$ cat src/rtl/score_insert.sv
// Writer side of the top-N score compare handshake: owns the descending score
// buffer, requests an insert position from compare, then shift-inserts the score.
module score_insert #(
  parameter int width    = 8,
  parameter int quantity = 10,
  parameter int idx_w    = 4,
  parameter int timeout  = 64
) (
  input  logic                      clk,
  input  logic                      rst,
  input  logic                      score_valid,
  input  logic [width-1:0]          score_in,
  output logic                      score_ready,
  input  logic                      clear,
  output logic                      compare_data_rdy,
  output logic [width-1:0]          cmp_score,
  output logic [quantity*width-1:0] score_buffer,
  output logic [idx_w-1:0]          compare_num,
  input  logic                      compare_rdy,
  input  logic [idx_w-1:0]          insert_index,
  output logic                      done,
  output logic                      discarded,
  output logic                      timeout_err
);

  localparam int                cnt_w    = $clog2(timeout + 1);
  localparam logic [idx_w-1:0]  qty_c    = idx_w'(quantity);
  localparam logic [cnt_w-1:0]  tmo_last = cnt_w'(timeout - 1);

  typedef enum logic [2:0] {IDLE, REQ, WAIT, INSERT, FIN} state_t;

  state_t           state_q, state_d;
  logic [width-1:0] buf_q [quantity];
  logic [width-1:0] buf_d [quantity];
  logic [width-1:0] cmp_score_q;
  logic [idx_w-1:0] count_q, index_q, eff_idx;
  logic [cnt_w-1:0] wait_cnt_q, wait_inc;
  logic             disc_q, tmo_q;

  always_comb begin
    // NOTE: every combinational output gets a default first, so no path leaves it unassigned (no latch).
    state_d  = state_q;
    wait_inc = wait_cnt_q + cnt_w'(1);
    unique case (state_q)
      IDLE:    if (!clear && score_valid) state_d = REQ;
      REQ:     state_d = WAIT;
      WAIT: begin
        if (compare_rdy)                state_d = INSERT;
        else if (wait_inc == tmo_last)  state_d = FIN;
      end
      INSERT:  state_d = FIN;
      FIN:     state_d = IDLE;
      default: state_d = IDLE;
    endcase
  end

  // Insert position never points past the valid entries; an index of quantity
  // or more matches no slot, leaving the buffer untouched (discard).
  always_comb begin
    eff_idx = (index_q < count_q) ? index_q : count_q;
    buf_d   = buf_q;
    if (eff_idx == '0) buf_d[0] = cmp_score_q;
    for (int p = 1; p < quantity; p++) begin
      if (idx_w'(p) == eff_idx)     buf_d[p] = cmp_score_q;
      else if (idx_w'(p) > eff_idx) buf_d[p] = buf_q[p-1];
    end
  end

  always_ff @(posedge clk or posedge rst) begin
    // NOTE: sequential state uses non-blocking assignments so every register samples pre-edge values.
    if (rst) state_q <= IDLE;
    else     state_q <= state_d;
  end

  always_ff @(posedge clk or posedge rst) begin
    if (rst) begin
      // NOTE: the buffer is the live top-N list, so it is reset like any other state, not left as memory.
      for (int p = 0; p < quantity; p++) buf_q[p] <= '0;
      cmp_score_q <= '0;
      count_q     <= '0;
      index_q     <= '0;
      wait_cnt_q  <= '0;
      disc_q      <= 1'b0;
      tmo_q       <= 1'b0;
    end else begin
      unique case (state_q)
        IDLE: begin
          disc_q <= 1'b0;
          tmo_q  <= 1'b0;
          if (clear) begin
            for (int p = 0; p < quantity; p++) buf_q[p] <= '0;
            count_q <= '0;
          end else if (score_valid) begin
            cmp_score_q <= score_in;
          end
        end
        REQ:  wait_cnt_q <= '0;
        WAIT: begin
          wait_cnt_q <= wait_inc;
          if (compare_rdy)               index_q <= insert_index;
          else if (wait_inc == tmo_last) tmo_q   <= 1'b1;
        end
        INSERT: begin
          for (int p = 0; p < quantity; p++) buf_q[p] <= buf_d[p];
          disc_q  <= (eff_idx >= qty_c);
          count_q <= (count_q == qty_c) ? count_q : count_q + idx_w'(1);
        end
        default: ;
      endcase
    end
  end

  assign score_ready      = (state_q == IDLE);
  assign compare_data_rdy = (state_q == REQ);
  assign done             = (state_q == FIN);
  assign discarded        = done & disc_q;
  assign timeout_err      = done & tmo_q;
  assign cmp_score        = cmp_score_q;
  assign compare_num      = count_q;

  // Slot k (1 = highest) sits at bits [k*width-1 -: width].
  for (genvar g = 0; g < quantity; g++) begin : g_pack
    assign score_buffer[g*width +: width] = buf_q[g];
  end

endmodule

$ cat config.mk
export PLATFORM = sky130hd
export DESIGN_NAME = score_insert
export DESIGN_NICKNAME = d
export VERILOG_FILES = /design/src/rtl/score_insert.sv
export SDC_FILE = /design/constraint.sdc
export NUM_CORES = 1
export LEC_CHECK = 0
export BUFFER_PORTS_ARGS = -buffer_cell sky130_fd_sc_hd__buf_2
export CORE_MARGIN = 1.5
export CORE_UTILIZATION = 50
export CTS_CLUSTER_SIZE = 28
export DETAILED_ROUTE_END_ITERATION = 8
export PLACE_DENSITY = 0.71
export SLEW_MARGIN = 20
export SYNTH_ARGS = -nofsm -noshare
export SYNTH_HDL_FRONTEND = slang
export SYNTH_SLANG_ARGS = --single-unit
$ cat constraint.sdc
create_clock -name clk -period 4 [get_ports clk]
set_input_delay 0.8 -clock clk [delete_from_list [all_inputs] [get_ports clk]]
set_output_delay 0.8 -clock clk [all_outputs]
set_load 0.01 [all_outputs]
==> out/metrics.yaml, run 1 <==
via_count: 4716
crit_fanout: 16
ys_async_sr_fraction: 1.00
ir_drop_mv: 0.314
grtUsageTotal: 0.264
slew_violations: 0
path_buf_inv: 1
hold_buffers: 0
drcViolationCount: 0
crit_arrival_ns: 3.66
min_period_ns: 3.41
setup.worst_path.end: "score_buffer[63]"
dpl_worst_slack_ns: 0.764
p_per_area_mw_per_mm2: 636
coreArea_mm2: 0.0108
p_leak_nw: 2.95
critical_path_class: "flop to flop"
routabilityCongestion: 0.850
reg2reg_depth: 8
die_area_mm2: 0.0118
hold_slack_ns: 0.493
cts_made_buffers: 9
fp-row-count: 38
nNetsFinal: 658
layout_common_cells: "buf_2 (113), dfrtp_1 (108), nand2_1 (52), mux2i_1 (49), o21ai_0 (34)"
tns_ns: 0
grt_pass1_wl_um: 23700
start_util: 0.514
synth_flop_cell: "dfrtp_1"
syn_nets: 562
cp_slowest_cell: "a21oi_1"
wl_per_cell_um: 19.3
multi_input_area_mm2: 0.00260
dpl_cell_area_mm2: 0.00620
drt-initial-drc-count: 504
clock_sinks: 108
cp-end-kind: "flop"
cts_max_path_buffers: 2
drive_gt1_frac: 0.250
first_pass_iters: 5
setup_ws_ns: 0.586
htreeDepth: 3
root_buffer: "clkbuf_8"
clock_skew_ns: 0.0172
cts_tree: "built"
regArea_mm2: 0.00270
rr_endpoint: "score_buffer[63]"
grt_max_degree: 65
stdcell_area_mm2: 0.00637
antennaDiodeCount: 0
dieWidth_um: 109
crit_cells: 8
fillers: 946
yosysUniqueCellTypes: 54
portBuffers: 113
hold_path_class: "flop to flop"
setup_violations: 0
max_stage_delay_ns: 0.87
seq_area_frac_synth: 0.485
status: "finished clean"
syn_area_per_cell_um2: 10.4
fin_crit_sh: 0.854
rsz0062_at_grt: "false"
clkLatencyLatePin_ns: 0.38
dp.final_hpwl_um: 10600
cts.clk_slew.worst_paths_ns: 0.10
crit_path_cell_trace: "inv_1 > ha_1 > o21ai_0 > and2b_1 > o2111ai_1 > a21oi_1 > nand3_1 > o311ai_0"
ys_ff_latch: 108
wl_um: 15000
synth_warnings: 0
antenna_found_initial: 0
max_slew_margin: 0.308
postCtsSetupBuffers: 0
crit_family: "compound AO/OA/AOI/OAI gates"
worst_ep_required_time_ns: 4.24
reg2reg_slack_ns: 0.59
io-pin-count: 114
overflow: 0
hold_violations: 0
die_h_um: 109
mostFrequentLayoutCell: "buf_2"
setup.worst_path.start: "compare_num[2]"
cts_resized: 0
r2r_start: "compare_num[2]"
syn_area_mm2: 0.00557
syn_inst: 537
whs_path_depth: 1
worstMarginPinSlew_ns: 1.04
area_growth_pct: 14.2
start_kind: "flop"
vias_per_cell: 6.08
ant_nets: 0
clock.fmax_mhz: 293
total_power_mw: 4.05
synth_edf_count: 0
grt_pass1_vias: 4355
maxCapViolCount: 0
worst register-to-register path, delay by kind of cell, from the launching register on:
kind,cells,cell delay (ns)
buffers and inverters,1,0.17
adder cells (fa/ha/maj),1,0.34
AND/OR/NAND/NOR,2,0.68
AO/OA/AOI/OAI,4,1.46
flip-flops,1,0.64
power by group:
part / internal [mW] / switching (mW) / total [mW]
logic: 0.670 / 1.04 / 1.71
clock network: 0.225 / 0.382 / 0.607
registers: 1.29 / 0.445 / 1.73
state kept, by name, indices dropped and copies added, names as in the netlist:
register and flops:
wait_cnt_q 7, disc_q 1, state_q 3, cmp_score 8, compare_num 4, index_q 4, score_buffer 80, tmo_q 1
cell type report:
| class | instances | area share |
|---|---|---|
| Clock inverter | 5 | 0.00609 |
| Clock buffer | 9 | 0.0195 |
| Timing Repair Buffer | 118 | 0.0947 |
| Sequential cell | 108 | 0.425 |
| Inverter | 33 | 0.0199 |
| Multi-Input combinational cell | 363 | 0.408 |
| Tap cell | 140 | 0.0275 |
cell usage after synthesis (all sizes together) (2+ instances only):
| cell type | count | share of area |
|---|---|---|
| o211ai | 5 | 0.0076 |
| and2 | 10 | 0.011 |
| nand2 | 52 | 0.035 |
| clkbuf | 20 | 0.013 |
| and3 | 6 | 0.0067 |
| nand2b | 7 | 0.0079 |
| and2b | 2 | 0.0027 |
| nor2b | 3 | 0.0047 |
| a21oi | 14 | 0.013 |
| nor2 | 24 | 0.019 |
| nand4 | 2 | 0.0022 |
| o21ai | 40 | 0.036 |
| o2bb2ai | 24 | 0.038 |
| o221ai | 7 | 0.011 |
| mux2i | 51 | 0.096 |
| o31ai | 2 | 0.0027 |
| o41ai | 2 | 0.0079 |
| a221o | 8 | 0.014 |
| o311ai | 11 | 0.021 |
| inv | 33 | 0.022 |
| o21a | 2 | 0.0040 |
| mux2 | 13 | 0.026 |
| a31oi | 2 | 0.0022 |
| nor3 | 13 | 0.012 |
| ha | 8 | 0.018 |
| nand3 | 16 | 0.014 |
| o22ai | 17 | 0.019 |
| buf | 13 | 0.013 |
| dfrtp | 108 | 0.48 |
| a22o | 9 | 0.014 |
worst min path at each step:
stage                           from               end  slack, ns
finish              score_buffer[78]  score_buffer[78]       0.49
global route        score_buffer[78]  score_buffer[78]       0.52
CTS                 score_buffer[78]  score_buffer[78]       0.50
detailed placement  score_buffer[78]  score_buffer[78]       0.47
global placement    score_buffer[78]  score_buffer[78]       0.47
floorplan                     disc_q            disc_q       0.44
cells by family (layout without fill, tap and decap cells):
| kind of cell | Yosys count | count (layout) | share of synthesized area |
|---|---|---|---|
| buffers and inverters | 66 | 165 | 0.0492 |
| and+or+nand+nor | 141 | 141 | 0.123 |
| adders and majority gates | 8 | 8 | 0.0180 |
| muxes | 64 | 64 | 0.122 |
| AOI/OAI and AO/OA | 149 | 149 | 0.200 |
| xor gates and xnor gates | 1 | 1 | 0.00157 |
| DFF | 108 | 108 | 0.485 |
metal layers:
| layer | global-route usage | part of all wire | up-vias |
|---|---|---|---|
| li1 | - | - | 2143 |
| met1 | 0.383 | 0.45 | 2325 |
| met2 | 0.399 | 0.45 | 221 |
| met3 | 0.0404 | 0.070 | 27 |
| met4 | 0.101 | 0.022 | 0 |
| met5 | 0 | 0 | - |
metrics by stage:
stage	util	cells
after floorplan	-	537
after global placement	0.572	762
after detailed placement	0.572	762
after CTS	0.587	776
after global routing	0.587	776
final	0.587	776
Power figures use the tool's default switching activity.
==> inputs of run 2 (changes only) <==
Settings changed: PLACE_DENSITY 0.71 to 0.74.
==> run 2 against run 1 <==
  * Core utilization up 0.32 points
  * Critical path depth unchanged
  * Worst setup slack gained 0.098 ns
  * Combinational power about the same
  * Non-clock buffer count unchanged
  * Clock skew up 0.0019 ns
  * First-iteration DRC count down 16%
  * Sequential power is essentially flat
  * Fmax rose by 3.0%
  * Highest routed layer unchanged
  * Critical path type unchanged
  * Clock power up 12%
  * Sequential cell count stayed put
  * Wire length increased by 1.5%
==> out/metrics.yaml, run 2 (synthesis gave the netlist of run 1 again) <==
fin_crit_sh: 0.829  # was 0.854
grt_max_degree: 41  # was 65
worstMarginPinSlew_ns: 0.948  # was 1.04 ns
tns_ns: 0  # unchanged
hold_buffers: 0  # unchanged
root_buffer: "clkbuf_8"  # unchanged
postCtsSetupBuffers: 0  # unchanged
coreArea_mm2: 0.0108  # unchanged
reg2reg_depth: 8  # unchanged
cp_slowest_cell: "a21oi_1"  # unchanged
nNetsFinal: 658  # unchanged
via_count: 4706  # was 4716
reg2reg_slack_ns: 0.68  # was 0.59 ns
wl_per_cell_um: 19.5  # was 19.3 µm
clkLatencyLatePin_ns: 0.39  # was 0.38 ns
p_per_area_mw_per_mm2: 645  # was 636 mW/mm²
min_period_ns: 3.32  # was 3.41 ns
clockPowerShare: 0.165  # was 0.150
critical_path_class: "flop to flop"  # unchanged
drcViolationCount: 0  # unchanged
largest_register_ffs: 80  # unchanged
ir_drop_mv: 0.350  # was 0.314 mV
crit_arrival_ns: 3.59  # was 3.66 ns
layout_common_cells: "buf_2 (113), dfrtp_1 (108), nand2_1 (52), mux2i_1 (49), o21ai_0 (34)"  # unchanged
multi_input_area_mm2: 0.00260  # unchanged
setup_violations: 0  # unchanged
cts.clk_slew.worst_paths_ns: 0.12  # was 0.10 ns
grt_pass1_vias: 4457  # was 4355
r2r_start: "compare_num[2]"  # unchanged
first_pass_iters: 5  # unchanged
portBuffers: 113  # unchanged
vias_per_cell: 6.05  # was 6.08
cts_resized: 0  # unchanged
max_slew_margin: 0.368  # was 0.308
stdcell_area_mm2: 0.00640  # was 0.00637 mm²
dieWidth_um: 109  # unchanged
cp-end-kind: "flop"  # unchanged
dp.final_hpwl_um: 10900  # was 10600 µm
start_util: 0.514  # unchanged
ant_nets: 0  # unchanged
drt-initial-drc-count: 421  # was 504
pwr-share-seq: 0.421  # was 0.428
grt_pass1_wl_um: 23900  # was 23700 µm
grtUsageTotal: 0.267  # was 0.264
clock.fmax_mhz: 302  # was 293 MHz
drive_gt1_frac: 0.252  # was 0.250
maxCapViolCount: 0  # unchanged
p_leak_nw: 2.97  # was 2.95 nW
fin_util: 0.590  # was 0.587
crit_path_cell_trace: "inv_1 > ha_1 > o21ai_0 > and2b_1 > o2111ai_1 > a21oi_1 > nand3_1 > o311ai_0"  # unchanged
start_kind: "flop"  # unchanged
overflow: 0  # unchanged
crit_family: "compound AO/OA/AOI/OAI gates"  # unchanged
htreeDepth: 3  # unchanged
switching_share: 0.467  # was 0.462
area_growth_pct: 14.9  # was 14.2%
fillers: 955  # was 946
antennaDiodeCount: 0  # unchanged
hold_path_class: "input port to asynchronous set/reset pin"  # was flop to flop
p_sw_mw: 1.93  # was 1.87 mW
status: "finished clean"  # unchanged
die_area_mm2: 0.0118  # unchanged
regArea_mm2: 0.00270  # unchanged
hold_violations: 0  # unchanged
comb_power_share: 0.414  # was 0.423
path_buf_inv: 1  # unchanged
power.internal_mw: 2.20  # was 2.18 mW
clock_sinks: 108  # unchanged
wl_um: 15200  # was 15000 µm
clock_skew_ns: 0.0190  # was 0.0172 ns
rsz0062_at_grt: "false"  # unchanged
mostFrequentLayoutCell: "buf_2"  # unchanged
crit_fanout: 16  # unchanged
slew_violations: 0  # unchanged
cts_made_buffers: 9  # unchanged
worst_ep_required_time_ns: 4.27  # was 4.24 ns
fp-row-count: 38  # unchanged
max_stage_delay_ns: 0.80  # was 0.87 ns
dpl_cell_area_mm2: 0.00620  # unchanged
rr_endpoint: "score_buffer[61]"  # was score_buffer[63]
cts_tree: "built"  # unchanged
total_power_mw: 4.13  # was 4.05 mW
routabilityCongestion: 0.914  # was 0.850
io-pin-count: 114  # unchanged
die_h_um: 109  # unchanged
cts_max_path_buffers: 2  # unchanged
antenna_found_initial: 0  # unchanged
run 2: final cells by class:
type / count / share of cell area
inverters: 33 / 0.0197
repair buffers: 118 / 0.0942
clock inverters: 7 / 0.0115
multi-input cells: 363 / 0.406
flip-flops and latches: 108 / 0.422
well taps: 140 / 0.0274
clock buffers: 9 / 0.0194
run 2: metal layers:
metal	routed length [µm]	GRT usage	vias up
met5	0	0	-
met4	248	0.0855	0
met3	1190	0.0404	23
met2	6980	0.402	209
met1	6780	0.395	2320
li1	-	-	2154
run 2: worst max-delay path by stage:
stage / from / end / slack, ns / cells past startpoint
2_1_floorplan: rst / cmp_score[0] / 0.35 / 1
3_3_place_gp: compare_num[2] / score_buffer[63] / 0.96 / 8
3_5_place_dp: compare_num[2] / score_buffer[63] / 0.80 / 8
4_1_cts: compare_num[2] / score_buffer[63] / 0.77 / 8
5_1_grt: compare_num[2] / score_buffer[61] / 0.30 / 7
6_report: compare_num[2] / score_buffer[61] / 0.68 / 8
run 2: power groups by stage:
stage | registers, mW | logic (mW) | clock network, mW
after floorplan | 1.52 | 1.37 | 0
final | 1.74 | 1.71 | 0.680
after global placement | 1.73 | 1.65 | 0
after detailed placement | 1.74 | 1.70 | 0
after global routing | 1.77 | 1.88 | 0.738
after CTS | 1.72 | 1.70 | 0.686
run 2: worst reg2reg max path, stage by stage (launching register included):
cell and delay, ns:
dfrtp_1 0.63, inv_1 0.18, ha_1 0.33, o21ai_0 0.26, and2b_1 0.51, o2111ai_1 0.20, a21oi_1 0.80, nand3_1 0.16
o311ai_0 0.13
run 2: through the flow:
stage | hold slack, ns | setup WS, ns | std cells
global route | 0.422 | 0.299 | 778
CTS | 0.407 | 0.771 | 778
floorplan | 0.442 | 0.354 | 537
finish | 0.402 | 0.684 | 778
detailed placement | 0.469 | 0.796 | 762
global placement | 0.466 | 0.964 | 762
